--- config.mk ---
export PLATFORM = sky130hd
export DESIGN_NAME = mem_arbiter
export DESIGN_NICKNAME = d
export VERILOG_FILES = /design/src/rtl/mem_arb_pkg.sv /design/src/rtl/arb_prio.sv /design/src/rtl/mem_arbiter.sv
export SDC_FILE = /design/constraint.sdc
export NUM_CORES = 1
export LEC_CHECK = 0
export ABC_AREA = 1
export BUFFER_PORTS_ARGS = -buffer_cell sky130_fd_sc_hd__buf_2
export CAP_MARGIN = 30
export CORE_MARGIN = 2
export CORE_UTILIZATION = 50
export CTS_CLUSTER_SIZE = 40
export DETAILED_ROUTE_END_ITERATION = 8
export GPL_ROUTABILITY_DRIVEN = 0
export PLACE_DENSITY = 0.86
export REMOVE_ABC_BUFFERS = 1
export SLEW_MARGIN = 0
export SYNTH_ARGS = -nofsm -noshare
export SYNTH_HDL_FRONTEND = slang
export SYNTH_SLANG_ARGS = --single-unit
--- constraint.sdc ---
create_clock -name clk -period 2 [get_ports clk]
set_input_delay 0 -clock clk [delete_from_list [all_inputs] [get_ports clk]]
set_output_delay 0 -clock clk [all_outputs]
set_load 0.005 [all_outputs]
--- src/rtl/mem_arb_pkg.sv ---
// Shared types and defaults for the main-memory arbiter.
// Imported by the arbiter top and its priority sub-block.
package mem_arb_pkg;

    typedef enum logic [1:0] {
        ST_IDLE,
        ST_ISSUE,
        ST_WAIT,
        ST_RESP
    } state_t;

    typedef enum logic {
        OWN_I = 1'b0,
        OWN_D = 1'b1
    } owner_t;

    localparam int DEF_ADDR_W     = 16;
    localparam int DEF_DATA_W     = 16;
    localparam int DEF_STARVE_MAX = 2;
    localparam int DEF_TIMEOUT    = 255;

    // Timeout counter width; TIMEOUT is limited to 1..255.
    localparam int TMO_W = 8;

    // Width needed to hold 0..m, at least one bit.
    function automatic int streak_width(input int m);
        return (m < 1) ? 1 : $clog2(m + 1);
    endfunction

endpackage

--- src/rtl/arb_prio.sv ---
// Grant selection between I and D requesters.
// D wins by default; I wins once D has won STARVE_MAX times in a row over it.
module arb_prio
    import mem_arb_pkg::*;
#(
    parameter int STARVE_MAX = DEF_STARVE_MAX
) (
    input  logic clk,
    input  logic rst,
    input  logic i_req,
    input  logic d_req,
    input  logic grant_en,
    output logic grant_d
);

    localparam int SW = streak_width(STARVE_MAX);
    localparam logic [SW-1:0] S_MAX = SW'(STARVE_MAX);

    logic [SW-1:0] streak_q;
    logic [SW-1:0] streak_d;
    logic          starved;

    // Winner select and streak update for the grant made this cycle.
    always_comb begin
        starved  = i_req && (streak_q == S_MAX);
        grant_d  = d_req && !starved;
        streak_d = streak_q;
        if (grant_en) begin
            if (grant_d && i_req) begin
                if (streak_q != S_MAX) begin
                    streak_d = streak_q + 1'b1;
                end
            end else begin
                streak_d = '0;
            end
        end
    end

    // Streak register; counts D wins while I is kept waiting.
    always_ff @(posedge clk) begin
        if (rst) begin
            streak_q <= '0;
        end else begin
            streak_q <= streak_d;
        end
    end

endmodule

--- src/rtl/mem_arbiter.sv ---
// Shared memory port arbiter for I-cache and D-cache engines.
// One transaction at a time: select, issue, wait for ack, respond.
module mem_arbiter
    import mem_arb_pkg::*;
#(
    parameter int ADDR_W     = DEF_ADDR_W,
    parameter int DATA_W     = DEF_DATA_W,
    parameter int STARVE_MAX = DEF_STARVE_MAX,
    parameter int TIMEOUT    = DEF_TIMEOUT
) (
    input  logic              clk,
    input  logic              rst,
    input  logic              i_req,
    input  logic [ADDR_W-1:0] i_addr,
    output logic              i_done,
    output logic [DATA_W-1:0] i_rdata,
    input  logic              d_req,
    input  logic              d_wr,
    input  logic [ADDR_W-1:0] d_addr,
    input  logic [DATA_W-1:0] d_wdata,
    output logic              d_done,
    output logic [DATA_W-1:0] d_rdata,
    output logic              err,
    output logic              mem_en,
    output logic              mem_wr,
    output logic [ADDR_W-1:0] mem_addr,
    output logic [DATA_W-1:0] mem_wdata,
    input  logic              mem_ready,
    input  logic              mem_ack,
    input  logic [DATA_W-1:0] mem_rdata,
    output logic              busy
);

    localparam logic [TMO_W-1:0] TMO_LAST = TMO_W'(TIMEOUT - 1);

    state_t             state_q,  state_d;
    owner_t             owner_q,  owner_d;
    logic [ADDR_W-1:0]  addr_q,   addr_d;
    logic               wr_q,     wr_d;
    logic [DATA_W-1:0]  wdata_q,  wdata_d;
    logic [TMO_W-1:0]   cnt_q,    cnt_d;
    logic [DATA_W-1:0]  rdata_q,  rdata_d;
    logic               err_q,    err_d;
    logic               i_done_q, i_done_d;
    logic               d_done_q, d_done_d;

    logic grant_en;
    logic grant_d;

    assign grant_en = (state_q == ST_IDLE) && (i_req || d_req);

    arb_prio #(
        .STARVE_MAX(STARVE_MAX)
    ) u_prio (
        .clk     (clk),
        .rst     (rst),
        .i_req   (i_req),
        .d_req   (d_req),
        .grant_en(grant_en),
        .grant_d (grant_d)
    );

    // Next-state, command latch, timeout count and response capture.
    always_comb begin
        state_d  = state_q;
        owner_d  = owner_q;
        addr_d   = addr_q;
        wr_d     = wr_q;
        wdata_d  = wdata_q;
        cnt_d    = cnt_q;
        rdata_d  = rdata_q;
        err_d    = 1'b0;
        i_done_d = 1'b0;
        d_done_d = 1'b0;
        unique case (state_q)
            ST_IDLE: begin
                if (grant_en) begin
                    owner_d = grant_d ? OWN_D : OWN_I;
                    addr_d  = grant_d ? d_addr : i_addr;
                    wr_d    = grant_d && d_wr;
                    wdata_d = grant_d ? d_wdata : '0;
                    state_d = ST_ISSUE;
                end
            end
            ST_ISSUE: begin
                if (mem_ready) begin
                    cnt_d   = '0;
                    state_d = ST_WAIT;
                end
            end
            ST_WAIT: begin
                // An ack arriving on the timeout cycle still completes normally.
                if (mem_ack) begin
                    rdata_d  = mem_rdata;
                    err_d    = 1'b0;
                    i_done_d = (owner_q == OWN_I);
                    d_done_d = (owner_q == OWN_D);
                    state_d  = ST_RESP;
                end else if (cnt_q == TMO_LAST) begin
                    rdata_d  = '0;
                    err_d    = 1'b1;
                    i_done_d = (owner_q == OWN_I);
                    d_done_d = (owner_q == OWN_D);
                    state_d  = ST_RESP;
                end else begin
                    cnt_d = cnt_q + 1'b1;
                end
            end
            ST_RESP: begin
                state_d = ST_IDLE;
            end
            default: begin
                state_d = ST_IDLE;
            end
        endcase
    end

    // All arbiter state; reset abandons any in-flight transaction.
    always_ff @(posedge clk) begin
        if (rst) begin
            state_q  <= ST_IDLE;
            owner_q  <= OWN_I;
            addr_q   <= '0;
            wr_q     <= 1'b0;
            wdata_q  <= '0;
            cnt_q    <= '0;
            rdata_q  <= '0;
            err_q    <= 1'b0;
            i_done_q <= 1'b0;
            d_done_q <= 1'b0;
        end else begin
            state_q  <= state_d;
            owner_q  <= owner_d;
            addr_q   <= addr_d;
            wr_q     <= wr_d;
            wdata_q  <= wdata_d;
            cnt_q    <= cnt_d;
            rdata_q  <= rdata_d;
            err_q    <= err_d;
            i_done_q <= i_done_d;
            d_done_q <= d_done_d;
        end
    end

    assign mem_en    = (state_q == ST_ISSUE);
    assign mem_wr    = wr_q;
    assign mem_addr  = addr_q;
    assign mem_wdata = wdata_q;
    assign i_done    = i_done_q;
    assign d_done    = d_done_q;
    assign err       = err_q;
    assign i_rdata   = rdata_q;
    assign d_rdata   = rdata_q;
    assign busy      = (state_q != ST_IDLE);

endmodule

**Word-level counts from Yosys, hierarchy flattened**

Cells that the tools add are included.

- Output and inout port bits: 70
- Memory bits (read-only): 0
- Latch bits: 0
- Logic and storage cells: 66
- Memories: 0
- Input port bits: 71
- Bits in writable memories: 0
- Register bits: 65

- Shift-type cells: 0
- Add/sub/neg operators: 2
- $mul: 0
- Multiplexer cells: 21
- Equal/unequal tests: 12
- Reductions and logical operators: 18
- Div/mod/pow operators: 0
- $lt $le $gt $ge: 0
- Bitwise operators: 2

Operator list:

| cell | count |
|---|---|
| $mux W16 | 4 |
| $mux W8 | 3 |
| $pmux W8 S2 | 1 |
| $mux W2 | 6 |
| $ne A2 B2 Y1 const B | 5 |
| $add A8 B1 Y8 const B | 1 |
| $eq A8 B8 Y1 const B | 1 |
| $pmux W2 S4 | 1 |
| $eq A2 B2 Y1 const B | 3 |
| $mux W1 | 6 |
| $reduce_and A2 Y1 | 3 |
| $reduce_bool A2 Y1 | 3 |
| $logic_and A1 B1 Y1 | 5 |
| $reduce_and A4 Y1 | 1 |
| $ne A3 B3 Y1 const B | 1 |
| $reduce_and A3 Y1 | 1 |
| $reduce_or A3 Y1 | 1 |
| $add A2 B1 Y2 const B | 1 |
| $eq A2 B1 Y1 const B | 1 |
| $logic_not A2 Y1 | 1 |
| $ne A2 B1 Y1 const B | 1 |
| $not A1 Y1 | 2 |
| $reduce_or A2 Y1 | 1 |
| $logic_not A1 Y1 | 1 |
| $logic_or A1 B1 Y1 | 1 |

**Logic depth before layout (Yosys ltp)**

- Depth in word-level cells: 7
- Depth in mapped cells: 10
- Depth with buffers taken out: 10

**Cells and area by module**

From an unflattened synthesis, not the netlist that was laid out.

- Cells, all modules: 406
- Area, all modules: 2969.1 um^2

By module, submodules not included:

| module | cells each | area an instance (um^2) | sequential area each (um^2) | instances |
|---|---|---|---|---|
| mem_arbiter | 390 | 2855.2 | 1261.2 | 1 |
| arb_prio | 16 | 113.9 | 40.0 | 1 |

**Worst setup path before layout**

OpenSTA, ideal clock, no wires.

- Kind: register -> register
- Start point: register state_q[0]
- End point: register u_prio.streak_q[1]
- Buffers on the path: 1
- Required time: 1.872 ns
- Arrival time: 1.218 ns
- Cell stages (with the launch flop): 9
- Slack: 0.654 ns
- Setup time: 0.128 ns
- Clock period less this slack: 1.346 ns
- Path through: dfxtp_1 inv_1 ha_1 inv_2 a21oi_4 inv_2 buf_2 a21oi_1 nor2_1

- Word-level cells in the longest chain between the ends: 3

Ends and longest elaborated chain:

| what | line | RTL |
|---|---|---|
| from (decl) | mem_arbiter.sv:36 | `state_t state_q, state_d;` |
| from (signal assigned) | mem_arbiter.sv:132 | `state_q <= state_d;` |
| $logic_not A2 Y1 | mem_arbiter.sv:50 | `assign grant_en = (state_q == ST_IDLE) && (i_req \|\| d_req);` |
| $logic_and A1 B1 Y1 | mem_arbiter.sv:50 |  |
| $reduce_and A2 Y1 (no line) | - |  |
| to (signal assigned) | arb_prio.sv:44 | `streak_q <= streak_d;` |
| to (decl) | arb_prio.sv:19 | `logic [SW-1:0] streak_q;` |

No other way between the ends.
A chain may end at the register's enable or synchronous reset.

**Final worst setup path**

- Start point: register state_q[0]
- End point: register cnt_q[3]

- Word-level cells in the longest chain between the ends: 3
- Elaborated cells on any way between the ends: 8
- Those cells by class: eq/ne: 5; mux: 1; reduce/logical: 2

Ends and longest elaborated chain:

| what | line | RTL |
|---|---|---|
| $eq A2 B2 Y1 / $eq A2 B1 Y1 (equally long branches) | mem_arbiter.sv:75 | `unique case (state_q)` |
| $ne A2 B2 Y1 (no line), or another cell as far along | - |  |
| $reduce_and A4 Y1 (no line) | - |  |
| to (signal assigned) | mem_arbiter.sv:137 | `cnt_q <= cnt_d;` |
| to (decl) | mem_arbiter.sv:41 | `logic [TMO_W-1:0] cnt_q, cnt_d;` |

Several ways; a longest one is shown, not always the timed one.

==> flow_metrics.env <==
export IMPL_ys_ff_latch=65
export IMPL_hold_path_class="primary input to register"
export IMPL_path_class="register to register"
export IMPL_critPathMaxFanout=9
export IMPL_fmax_mhz=604.5
export IMPL_synth_area_um2=2909
export IMPL_multi_input_area_um2=1271
export IMPL_seq_area_frac_synth_pct=44.73
export IMPL_critPathCaptureType="register"
export IMPL_ant_nets=0
export IMPL_drt_met1_wl_um=3463
export IMPL_cts_tree="done"
export IMPL_post_cts_buffers=0
export IMPL_fin_util_pct=78.32
export IMPL_dr_wl_met3_um=743
export IMPL_rows=27
export IMPL_nFillCells=380
export IMPL_numCtsBuffers=9
export IMPL_viasPerCell=5.024
export IMPL_die_y_um=80.28
export IMPL_placedInstanceArea_um2=3491
export IMPL_syn_area_per_cell_um2=7.478
export IMPL_route_met2_wl_um=4300
export IMPL_cts_clk_slew_worst_paths_ps=70
export IMPL_numPortBuffers=140
export IMPL_synth_cells=389
export IMPL_layout_worst_path_cycle_share_pct=82.71
export IMPL_start_kind="register"
export IMPL_hold_viol=0
export IMPL_drcViolationCount=0
export IMPL_cts_buffer_depth=2
export IMPL_antenna_found_initial=0
export IMPL_final_cell_mix="buf_2 (140), nand2_1 (134), dlygate4sd3_1 (67), dfxtp_1 (65), a21oi_1 (39)"
export IMPL_cpPeakStageDelay_ps=420
export IMPL_die_x_um=80.28
export IMPL_setup_violations=0
export IMPL_status="finished, final reports clean"
export IMPL_routed_wirelength_um=8881
export IMPL_diodes=0
export IMPL_nets=654
export IMPL_htreeDepth=3
export IMPL_top_layer="met4"
export IMPL_final_common_cell="buf_2"
export IMPL_cts_resized=0
export IMPL_regArea_um2=1301
export IMPL_grt_usage_pct=28.10
export IMPL_yosysTopAreaCell="dfxtp_1"
export IMPL_core_um2=5574
export IMPL_fin_worst_hold_slack_ps=154.6
export IMPL_grt_pass1_vias=3136
export IMPL_firstDrtPassIters=8
export IMPL_maxSlewViolCount=0
export IMPL_synth_area_leaders="dfxtp_1 (45%), nand2_1 (17%), a21oi_1 (6.7%)"
export IMPL_cp_slowest_cell="ha_1"
export IMPL_cts_root_buffer="clkbuf_8"
export IMPL_worstPathRequired_ps=2230
export IMPL_yosys_area_top_type_share_pct=44.73
export IMPL_peakVddDrop_mv=0.8380
export IMPL_cts_sinks=65
export IMPL_fin_area_um2=4365
export IMPL_rsz0062_at_grt="false"
export IMPL_routedWlPerCell_um=13.58
export IMPL_worstSkewPairLatency_ps=340
export IMPL_fp_dieArea_um2=6444
export IMPL_hpwl_um=4827
export IMPL_tightest_slew_ps=780.2
export IMPL_cp_data_arrival_time_ps=1890
export IMPL_crit_chain="inv_1, ha_1, nor2_2, nor2_4, nand3_4, nand2_4, nand2_1, nand2_1, inv_1"
export IMPL_grt_pass1_wl_um=14130
export IMPL_initial_core_util_pct=52.19
export IMPL_period_minus_slack_ps=1654
export IMPL_syn2layout_area_growth_pct=50.06
export IMPL_vias=3286
export IMPL_yosysUniqueCellTypes=27
export IMPL_ys_warnings_count=0
export IMPL_tns_ps=0
export IMPL_clock_skew_ps=8.358
export IMPL_io_pins=141
export IMPL_drt_initial_drc_count=178
export IMPL_cellPowerDensity_nw_per_um2=1083
export IMPL_max_slew_margin_pct=47.93
export IMPL_grt_overflow=0
export IMPL_max_cap_viol_count=0
export IMPL_drive_above_1_share_pct=30.93
export IMPL_p_leak_uw=0.002152
export IMPL_cts_hold_fix_buffers=67
export IMPL_grt_max_degree=38
## metal layers
layer / vias up / global-route usage, %
li1: 1608 / -
met1: 1459 / 31.76
met2: 179 / 47.58
met3: 40 / 7.303
met4: 0 / 16.27
met5: - / 0
## cells in the mapped netlist
cell type / number
a21oi_1: 39
a21oi_4: 1
o31ai_1: 1
nand2_1: 134
o21ai_1: 3
nand2_2: 7
nand3_4: 1
o21ai_0: 16
a31oi_1: 17
buf_2: 5
nor2_8: 1
nor2_1: 21
nand4_1: 3
inv_1: 24
ha_1: 6
nor2_2: 2
nand3_2: 1
dfxtp_1: 65
nor2_4: 1
or2_2: 1
buf_4: 19
nand2_4: 2
nand3_1: 5
clkbuf_1: 5
buf_6: 4
nor4_1: 1
inv_2: 4
## sequential cells by signal, indices dropped and copies added, names as in the netlist
name	cells
mem_addr	16
u_prio.streak_q	2
cnt_q	8
mem_wdata	16
d_rdata	16
state_q	2
d_done	1
i_done	1
owner_q	1
mem_wr	1
err	1
## layout make-up
| cell class | instances | share of cell area [%] |
|---|---|---|
| clock inverters | 6 | 1.519 |
| clock buffers | 10 | 3.153 |
| inverters | 28 | 2.408 |
| repair buffers | 210 | 31.93 |
| well taps | 72 | 2.064 |
| multi-input cells | 263 | 29.12 |
| flip-flops and latches | 65 | 29.81 |
## stage by stage
stage / instances / setup WS, ps / total power (µW)
6_report: 654 / 345.8 / 4726
5_1_grt: 654 / 183.8 / 5044
4_1_cts: 654 / 345.3 / 4682
3_5_place_dp: 571 / 362.4 / 3446
3_3_place_gp: 571 / 429.1 / 3387
2_1_floorplan: 356 / 343.2 / 2834
## worst max-delay path, delay by kind of cell (launching register included)
kind | cells | cell delay [ps]
fa+ha+maj | 1 | 420
simple gates | 6 | 670
buf+inv | 2 | 130
flops | 1 | 320
## power breakdown
part           switching [µW]  internal [µW]  leakage, µW
combinational            1080            733      0.00153
sequential                171           1590     0.000532
clock                     536            611    0.0000949
total                    1790           2940      0.00215
## kinds of logic (layout without fill, tap and decap cells)
group	count (synthesis)	after routing	share of synthesized area [%]
flip-flops	65	65	44.73
AO/OA/AOI/OAI	77	77	14.45
adder cells (fa/ha/maj)	6	6	2.581
buffers and inverters	61	254	11.57
AND/OR/NAND/NOR	180	180	26.67
## path summary, 6_finish.rpt
kind / to / cells after the start / startpoint / slack, ps
hold reg to reg: mem_wdata[3] / 2 / mem_wdata[3] / 460
hold / removal: state_q[0] / 4 / mem_ready / 150
setup reg to reg: cnt_q[3] / 9 / state_q[0] / 350
setup / recovery: cnt_q[3] / 9 / state_q[0] / 350
(Power assumes the default switching activity.)
